<file path="config.mk">
export PLATFORM = sky130hd
export DESIGN_NAME = lwram_mem_bridge_flat
export DESIGN_NICKNAME = d
export VERILOG_FILES = /design/src/rtl/lwram_mem_bridge_if.sv /design/src/rtl/lwram_mem_bridge.sv /design/src/flat_wrapper.sv
export SDC_FILE = /design/constraint.sdc
export NUM_CORES = 1
export LEC_CHECK = 0
export ABC_AREA = 1
export CORE_MARGIN = 10
export CORE_UTILIZATION = 44
export DETAILED_ROUTE_END_ITERATION = 10
export PLACE_DENSITY = 0.91
export SYNTH_ARGS = -nofsm -noshare
export SYNTH_HDL_FRONTEND = slang
export SYNTH_SLANG_ARGS = --single-unit
</file>
<file path="constraint.sdc">
create_clock -name CLK -period 2.5 [get_ports CLK]
set_input_delay 0.5 -clock CLK [delete_from_list [all_inputs] [get_ports CLK]]
set_output_delay 0.5 -clock CLK [all_outputs]
set_load 0.02 [all_outputs]
</file>
<file path="src/rtl/lwram_mem_bridge_if.sv">
// Memory-controller side of the LWRAM bridge: one request/acknowledge channel.
// MEM_REQ is a level. MEM_A/D/BE/WE are held stable while it is high. The slave answers with a one-cycle MEM_ACK, and MEM_Q is valid only in that cycle.
interface lwram_mem_bridge_if #(
  parameter int ADDR_W = 19
);
  logic [ADDR_W-1:0] MEM_A;
  logic [15:0]       MEM_D;
  logic [1:0]        MEM_BE;
  logic              MEM_WE;
  logic              MEM_REQ;
  logic              MEM_ACK;
  logic [15:0]       MEM_Q;

  modport master (
    output MEM_A, MEM_D, MEM_BE, MEM_WE, MEM_REQ,
    input  MEM_ACK, MEM_Q
  );

  modport slave (
    input  MEM_A, MEM_D, MEM_BE, MEM_WE, MEM_REQ,
    output MEM_ACK, MEM_Q
  );
endinterface

</file>
<file path="src/rtl/lwram_mem_bridge.sv">
// Converts strobe-delimited SH-2 LWRAM accesses into single REQ/ACK memory transactions and holds WAIT_N low until each one completes.
// Optional macro LWRAM_WRPOST_EN adds a 1-entry posted-write buffer.
module lwram_mem_bridge #(
  parameter int ADDR_W          = 19,
  parameter bit WAIT_RELEASE_CE = 1'b1
) (
  input  logic              CLK,
  input  logic              RST_N,
  input  logic              CE_R,
  input  logic              CE_F,
  input  logic [ADDR_W-1:0] A,
  input  logic [15:0]       DI,
  output logic [15:0]       DO,
  input  logic              DCE_N,
  input  logic              DOE_N,
  input  logic [1:0]        DWE_N,
  output logic              WAIT_N,
  lwram_mem_bridge_if.master mem,
  output logic [1:0]        dbg_state_o
);

  typedef enum logic [1:0] {S_IDLE = 2'd0, S_REQ = 2'd1, S_DONE = 2'd2, S_REL = 2'd3} state_t;

`ifdef LWRAM_WRPOST_EN
  localparam bit WRPOST = 1'b1;
`else
  localparam bit WRPOST = 1'b0;
`endif

  state_t            state_q, state_d;
  logic              doe_n_q, dwe_all_q;
  logic [ADDR_W-1:0] mem_a_q, mem_a_d;
  logic [15:0]       mem_d_q, mem_d_d, do_q, do_d;
  logic [1:0]        mem_be_q, mem_be_d;
  logic              mem_we_q, mem_we_d, mem_req_q, mem_req_d;
  logic              post_q, pend_q, pend_wr_q;
  logic              dwe_all, rd_start, wr_start, new_acc, strobe_idle;
  logic              issue, issue_wr, posting, wait_low;
  logic              unused_ce_r;

  assign unused_ce_r = CE_R;

  assign dwe_all     = &DWE_N;
  assign rd_start    = doe_n_q & ~DOE_N & ~DCE_N;
  assign wr_start    = dwe_all_q & ~dwe_all & ~DCE_N;
  assign new_acc     = rd_start | wr_start;
  assign strobe_idle = DCE_N | (DOE_N & dwe_all);
  // A pending access was held off by a buffer drain and is issued from the live bus.
  assign issue       = (state_q == S_IDLE) & (pend_q | new_acc);
  assign issue_wr    = pend_q ? pend_wr_q : wr_start;
  assign posting     = WRPOST & issue & ~pend_q & wr_start;

  always_ff @(posedge CLK or negedge RST_N) begin
    if (!RST_N) begin
      state_q   <= S_IDLE;
      doe_n_q   <= 1'b1;
      dwe_all_q <= 1'b1;
      mem_a_q   <= '0;
      mem_d_q   <= '0;
      mem_be_q  <= '0;
      mem_we_q  <= 1'b0;
      mem_req_q <= 1'b0;
      do_q      <= '0;
    end else begin
      state_q   <= state_d;
      doe_n_q   <= DOE_N;
      dwe_all_q <= dwe_all;
      mem_a_q   <= mem_a_d;
      mem_d_q   <= mem_d_d;
      mem_be_q  <= mem_be_d;
      mem_we_q  <= mem_we_d;
      mem_req_q <= mem_req_d;
      do_q      <= do_d;
    end
  end

`ifdef LWRAM_WRPOST_EN
  logic post_d, pend_d, pend_wr_d;

  always_comb begin
    post_d    = post_q;
    pend_d    = pend_q;
    pend_wr_d = pend_wr_q;
    if (state_q == S_IDLE) begin
      post_d = posting;
      pend_d = 1'b0;
    end else begin
      if ((state_q == S_REQ) && mem.MEM_ACK) post_d = 1'b0;
      if (new_acc && !pend_q) begin
        pend_d    = 1'b1;
        pend_wr_d = wr_start;
      end
    end
  end

  always_ff @(posedge CLK or negedge RST_N) begin
    if (!RST_N) begin
      post_q    <= 1'b0;
      pend_q    <= 1'b0;
      pend_wr_q <= 1'b0;
    end else begin
      post_q    <= post_d;
      pend_q    <= pend_d;
      pend_wr_q <= pend_wr_d;
    end
  end
`else
  assign post_q    = 1'b0;
  assign pend_q    = 1'b0;
  assign pend_wr_q = 1'b0;
`endif

  always_comb begin
    state_d = state_q;
    case (state_q)
      S_IDLE: if (issue) state_d = S_REQ;
      S_REQ: begin
        if (mem.MEM_ACK) begin
          if (post_q) state_d = (pend_q | new_acc) ? S_IDLE : S_REL;
          else        state_d = S_DONE;
        end
      end
      S_DONE: if (!WAIT_RELEASE_CE || CE_F) state_d = S_REL;
      // Waiting for the strobe to end stops one long strobe from re-triggering.
      S_REL:  if (strobe_idle || pend_q) state_d = S_IDLE;
      default: state_d = S_IDLE;
    endcase
  end

  always_comb begin
    mem_a_d   = mem_a_q;
    mem_d_d   = mem_d_q;
    mem_be_d  = mem_be_q;
    mem_we_d  = mem_we_q;
    mem_req_d = mem_req_q;
    do_d      = do_q;
    wait_low  = 1'b0;
    case (state_q)
      S_IDLE: begin
        wait_low = pend_q | (new_acc & ~posting);
        if (issue) begin
          mem_a_d   = A;
          mem_req_d = 1'b1;
          mem_we_d  = issue_wr;
          if (issue_wr) begin
            mem_d_d  = DI;
            mem_be_d = ~DWE_N;
          end else begin
            mem_be_d = 2'b11;
          end
        end
      end
      S_REQ: begin
        wait_low = ~post_q | pend_q | new_acc;
        if (mem.MEM_ACK) begin
          mem_req_d = 1'b0;
          if (!mem_we_q) do_d = mem.MEM_Q;
        end
      end
      S_DONE:  wait_low = 1'b1;
      S_REL:   wait_low = pend_q | (WRPOST & new_acc);
      default: wait_low = 1'b0;
    endcase
  end

  // Gated by reset so a strobe still low during reset cannot pull WAIT_N down.
  assign WAIT_N      = ~(wait_low & RST_N);
  assign DO          = do_q;
  assign mem.MEM_A   = mem_a_q;
  assign mem.MEM_D   = mem_d_q;
  assign mem.MEM_BE  = mem_be_q;
  assign mem.MEM_WE  = mem_we_q;
  assign mem.MEM_REQ = mem_req_q;
  assign dbg_state_o = state_q;

endmodule

</file>
<file path="src/flat_wrapper.sv">
// flat-port wrapper written by rule: the top's interface ports become plain ports
module lwram_mem_bridge_flat 
#(
  parameter int ADDR_W          = 19,
  parameter bit WAIT_RELEASE_CE = 1'b1
)
  (CLK, RST_N, CE_R, CE_F, A, DI, DO, DCE_N, DOE_N, DWE_N, WAIT_N, dbg_state_o, mem_MEM_A, mem_MEM_D, mem_MEM_BE, mem_MEM_WE, mem_MEM_REQ, mem_MEM_ACK, mem_MEM_Q);
  lwram_mem_bridge_if #(.ADDR_W(ADDR_W)) mem_i ();
  input  logic CLK;
  input  logic RST_N;
  input  logic CE_R;
  input  logic CE_F;
  input  logic [ADDR_W-1:0] A;
  input  logic [15:0] DI;
  output logic [15:0] DO;
  input  logic DCE_N;
  input  logic DOE_N;
  input  logic [1:0] DWE_N;
  output logic WAIT_N;
  output logic [1:0] dbg_state_o;
  output wire logic [$bits(mem_i.MEM_A)-1:0] mem_MEM_A;
  output wire logic [$bits(mem_i.MEM_D)-1:0] mem_MEM_D;
  output wire logic [$bits(mem_i.MEM_BE)-1:0] mem_MEM_BE;
  output wire logic [$bits(mem_i.MEM_WE)-1:0] mem_MEM_WE;
  output wire logic [$bits(mem_i.MEM_REQ)-1:0] mem_MEM_REQ;
  input wire logic [$bits(mem_i.MEM_ACK)-1:0] mem_MEM_ACK;
  input wire logic [$bits(mem_i.MEM_Q)-1:0] mem_MEM_Q;
  assign mem_MEM_A = mem_i.MEM_A;
  assign mem_MEM_D = mem_i.MEM_D;
  assign mem_MEM_BE = mem_i.MEM_BE;
  assign mem_MEM_WE = mem_i.MEM_WE;
  assign mem_MEM_REQ = mem_i.MEM_REQ;
  assign mem_i.MEM_ACK = mem_MEM_ACK;
  assign mem_i.MEM_Q = mem_MEM_Q;
  lwram_mem_bridge #(.ADDR_W(ADDR_W), .WAIT_RELEASE_CE(WAIT_RELEASE_CE)) u_core (.CLK(CLK), .RST_N(RST_N), .CE_R(CE_R), .CE_F(CE_F), .A(A), .DI(DI), .DO(DO), .DCE_N(DCE_N), .DOE_N(DOE_N), .DWE_N(DWE_N), .WAIT_N(WAIT_N), .mem(mem_i), .dbg_state_o(dbg_state_o));
endmodule
</file>
==> flow_summary_export.csv <==
group,metric,value,unit
synth,synth_commonest_cells,"nand2_1, dfrtp_1, nand3_1",
timing,setup_viol,0,
cts,holdBufCountCts,0,
grt,grt_pass1_wl,11800,um
critical_path,max_stage_delay,0.52,ns
finish,diodes,0,
synth,synth.most_common_cell,"nand2_1",
finish,fin_cells,478,
drt,drtAntennaViolNets,0,
grt,grt_pass1_vias,2384,
timing,period_minus_slack,2.26,ns
placement,dp_hpwl,5680,um
drt,drc,0,
placement,pre_cts_ws,-0.0535,ns
cts,cts_buffers,9,
grt,grt_max_degree,60,
critical_path,crit_path_start_kind,"primary input",
synth,synth_edf_count,0,
finish,syn_to_final_growth,55.9,%
timing,slew_violations,0,
placement,placed_cell_area,3790,sq um
timing,finalWorstSetupSlack,0.237,ns
floorplan,ios,118,
synth,syn_avg_cell_area,9.31,sq um
drt,vias,2348,
synth,syn_inst,277,
pwr,p_per_area,1260,nW/um^2
finish,nets,465,
synth,postSynth.asyncResetShare,100,%
placement,numPortBuffers,116,
cts,htree_num_levels,3,
outcome,outcome,"completed",
drt,wirelength,7500,um
drt,drt_iter0_drc,129,
placement,dp_cells,462,
synth,synth_top_cell_by_area,"dfrtp_1",
synth,ys_warn_count,0,
timing,fin_crit_sh,90.5,%
cts,tritoncts,"built",
drt,wire_per_inst,15.7,um
finish,stdcell_area,4020,sq um
floorplan,coreArea,5610,sq um
synth,ys_seq_elements,59,
synth,syn-num-nets,341,
synth,synth-seq-area-share,57.3,%
critical_path,path_cells,"clkdlybuf4s50_1, nand3b_4, nand3_1, o211ai_1, dlygate4sd2_1",
synth,synth_flop_cell,"dfrtp_1",
grt,grt_use_total,16.3,%
finish,drive_gt1_share,12.1,%
cts,max-clock-path-buffers,2,
critical_path,end_kind,"primary output",
critical_path,critical_path_class,"primary input to primary output",
hold_path,hold_class,"primary input to async pin",
grt,grt-ovfl-total,0,
cts,root_buffer,"clkbuf_8",
timing,fmax,0.442,GHz
floorplan,rows,27,
critical_path,path_depth,5,
cts,numClockSinks,59,
grt,antenna_found_initial,0,
floorplan,die_w,96.6,um
critical_path,crit_arrival,1.76,ns
synth,synth_area_leaders,"dfrtp_1, nand2_1, nand3_1",
cts,clkTransAtPathRegs,0.07,ns
drt,first_pass_iters,4,
timing,fin_skew,0.00751,ns
critical_path,path_max_fanout,3,
critical_path,path_delay_family,"buffers and inverters",
pwr,cellLeakagePower,1.98,nW
timing,finalHoldViolCount,0,
critical_path,cp_num_buf_inv,2,
synth,synth_cell_type_count,24,
floorplan,start_util,46.0,%
synth,synth_top_area_share,55.3,%
critical_path,r2r_cells,5,
pwr,peakVddDrop,0.648,mV
floorplan,chipHeight,96.6,um
floorplan,die_area,9330,sq um
timing,maxSlewHeadroom,50.6,%
drt,via_per_inst,4.91,
timing,rsz0062_at_grt,"false",
placement,gp_congestion,0.847,
cts,clkLatencyLatePin,0.33,ns
synth,syn_area,2580,sq um
job,maxCapViolations,0,
critical_path,slowest_stage,"clkdlybuf4s50_1",
finish,fillers,402,
timing,worstMarginPinSlew,0.741,ns
critical_path,worstPathRequired,2.00,ns
[power by group]
| group | internal [W] | switching (W) |
|---|---|---|
| logic | 0.00110 | 0.00136 |
| clock network | 0.000614 | 0.000367 |
| registers | 0.00138 | 0.000248 |
| total | 0.00310 | 0.00198 |
[cell usage in the layout, fill, tap and decap left out]
cell type        instances
o211ai_1                 1
inv_2                    1
buf_2                    1
clkinvlp_4               1
buf_4                   11
inv_1                   26
nand4_4                  1
a21oi_1                  3
o21ai_1                  5
clkbuf_1                 1
nand3b_4                 1
ha_1                     4
nand3_1                 29
clkinv_2                 1
nand2_1                100
nor2_4                   1
dlygate4sd2_1            1
bufinv_16                2
dfrtp_1                 57
nor2_1                   5
clkbuf_8                11
nand2_2                  4
o21ai_0                 11
or2_2                    1
dfstp_2                  2
clkdlybuf4s50_1        114
nand3_2                 11
[final timing paths]
path | start | end | slack [ns]
max in group asynchronous | RST_N | u_core.mem.MEM_D[12]$_DFFE_PN0P_ | 1.67
min in group CLK | u_core.mem.MEM_A[0]$_DFFE_PN0P_ | u_core.mem.MEM_A[0]$_DFFE_PN0P_ | 0.47
min | RST_N | u_core.mem.MEM_WE$_DFFE_PN0P_ | 0.33
max | DOE_N | WAIT_N | 0.24
min reg2reg | u_core.mem.MEM_A[0]$_DFFE_PN0P_ | u_core.mem.MEM_A[0]$_DFFE_PN0P_ | 0.47
max reg2reg | u_core.dbg_state_o[0]$_DFFE_PN0P_ | u_core.mem.MEM_D[5]$_DFFE_PN0P_ | 0.64
[per-layer routing]
layer	global-route usage, %	share of wire (%)
met1	18.8	39
met2	26.2	46
met3	7.40	13
met4	6.17	1.4
met5	0	0
[repair_timing]
item                                    4_1_cts  5_1_grt
buffers inserted                              0        0
endpoints found under the setup margin        1        0
gates resized for setup                       1        0
[flip-flops by register name, summed over array words and instances, names as in the netlist]
signal	cells
u_core.mem.MEM_D	16
u_core.mem.MEM_WE	1
u_core.dbg_state_o	2
u_core.DO	16
u_core.doe_n_q	1
u_core.mem.MEM_REQ	1
u_core.mem.MEM_A	19
u_core.mem.MEM_BE	2
u_core.dwe_all_q	1
[metrics by stage]
step                      hold WS, ns  total power (W)  utilization (%)  TNS [ns]
after detailed placement        0.457          0.00414             67.7   -0.0535
after floorplan                 0.204          0.00290                -         0
after CTS                       0.367          0.00514             71.7         0
after global routing            0.394          0.00539             71.7         0
after global placement          0.452          0.00405             67.7   -0.0243
final                           0.334          0.00508             71.7         0
[layout make-up]
type / count / area (sq um) / share of cell area (%)
flip-flops and latches: 59 / 1480 / 36.8
repair buffers: 127 / 1240 / 30.8
multi-input cells: 177 / 886 / 22.0
clock buffers: 12 / 155 / 3.86
inverters: 27 / 101 / 2.52
well taps: 72 / 90.1 / 2.24
clock inverters: 4 / 72.6 / 1.80
[cells by family after synthesis]
kind of cell	count (synthesis)	share of synthesized area, %
and+or+nand+nor	153	28.4
DFF	59	57.3
buffers and inverters	41	8.34
AOI/OAI and AO/OA	20	3.98
adders and majority gates	4	1.94
Power figures use the tool's default switching activity.
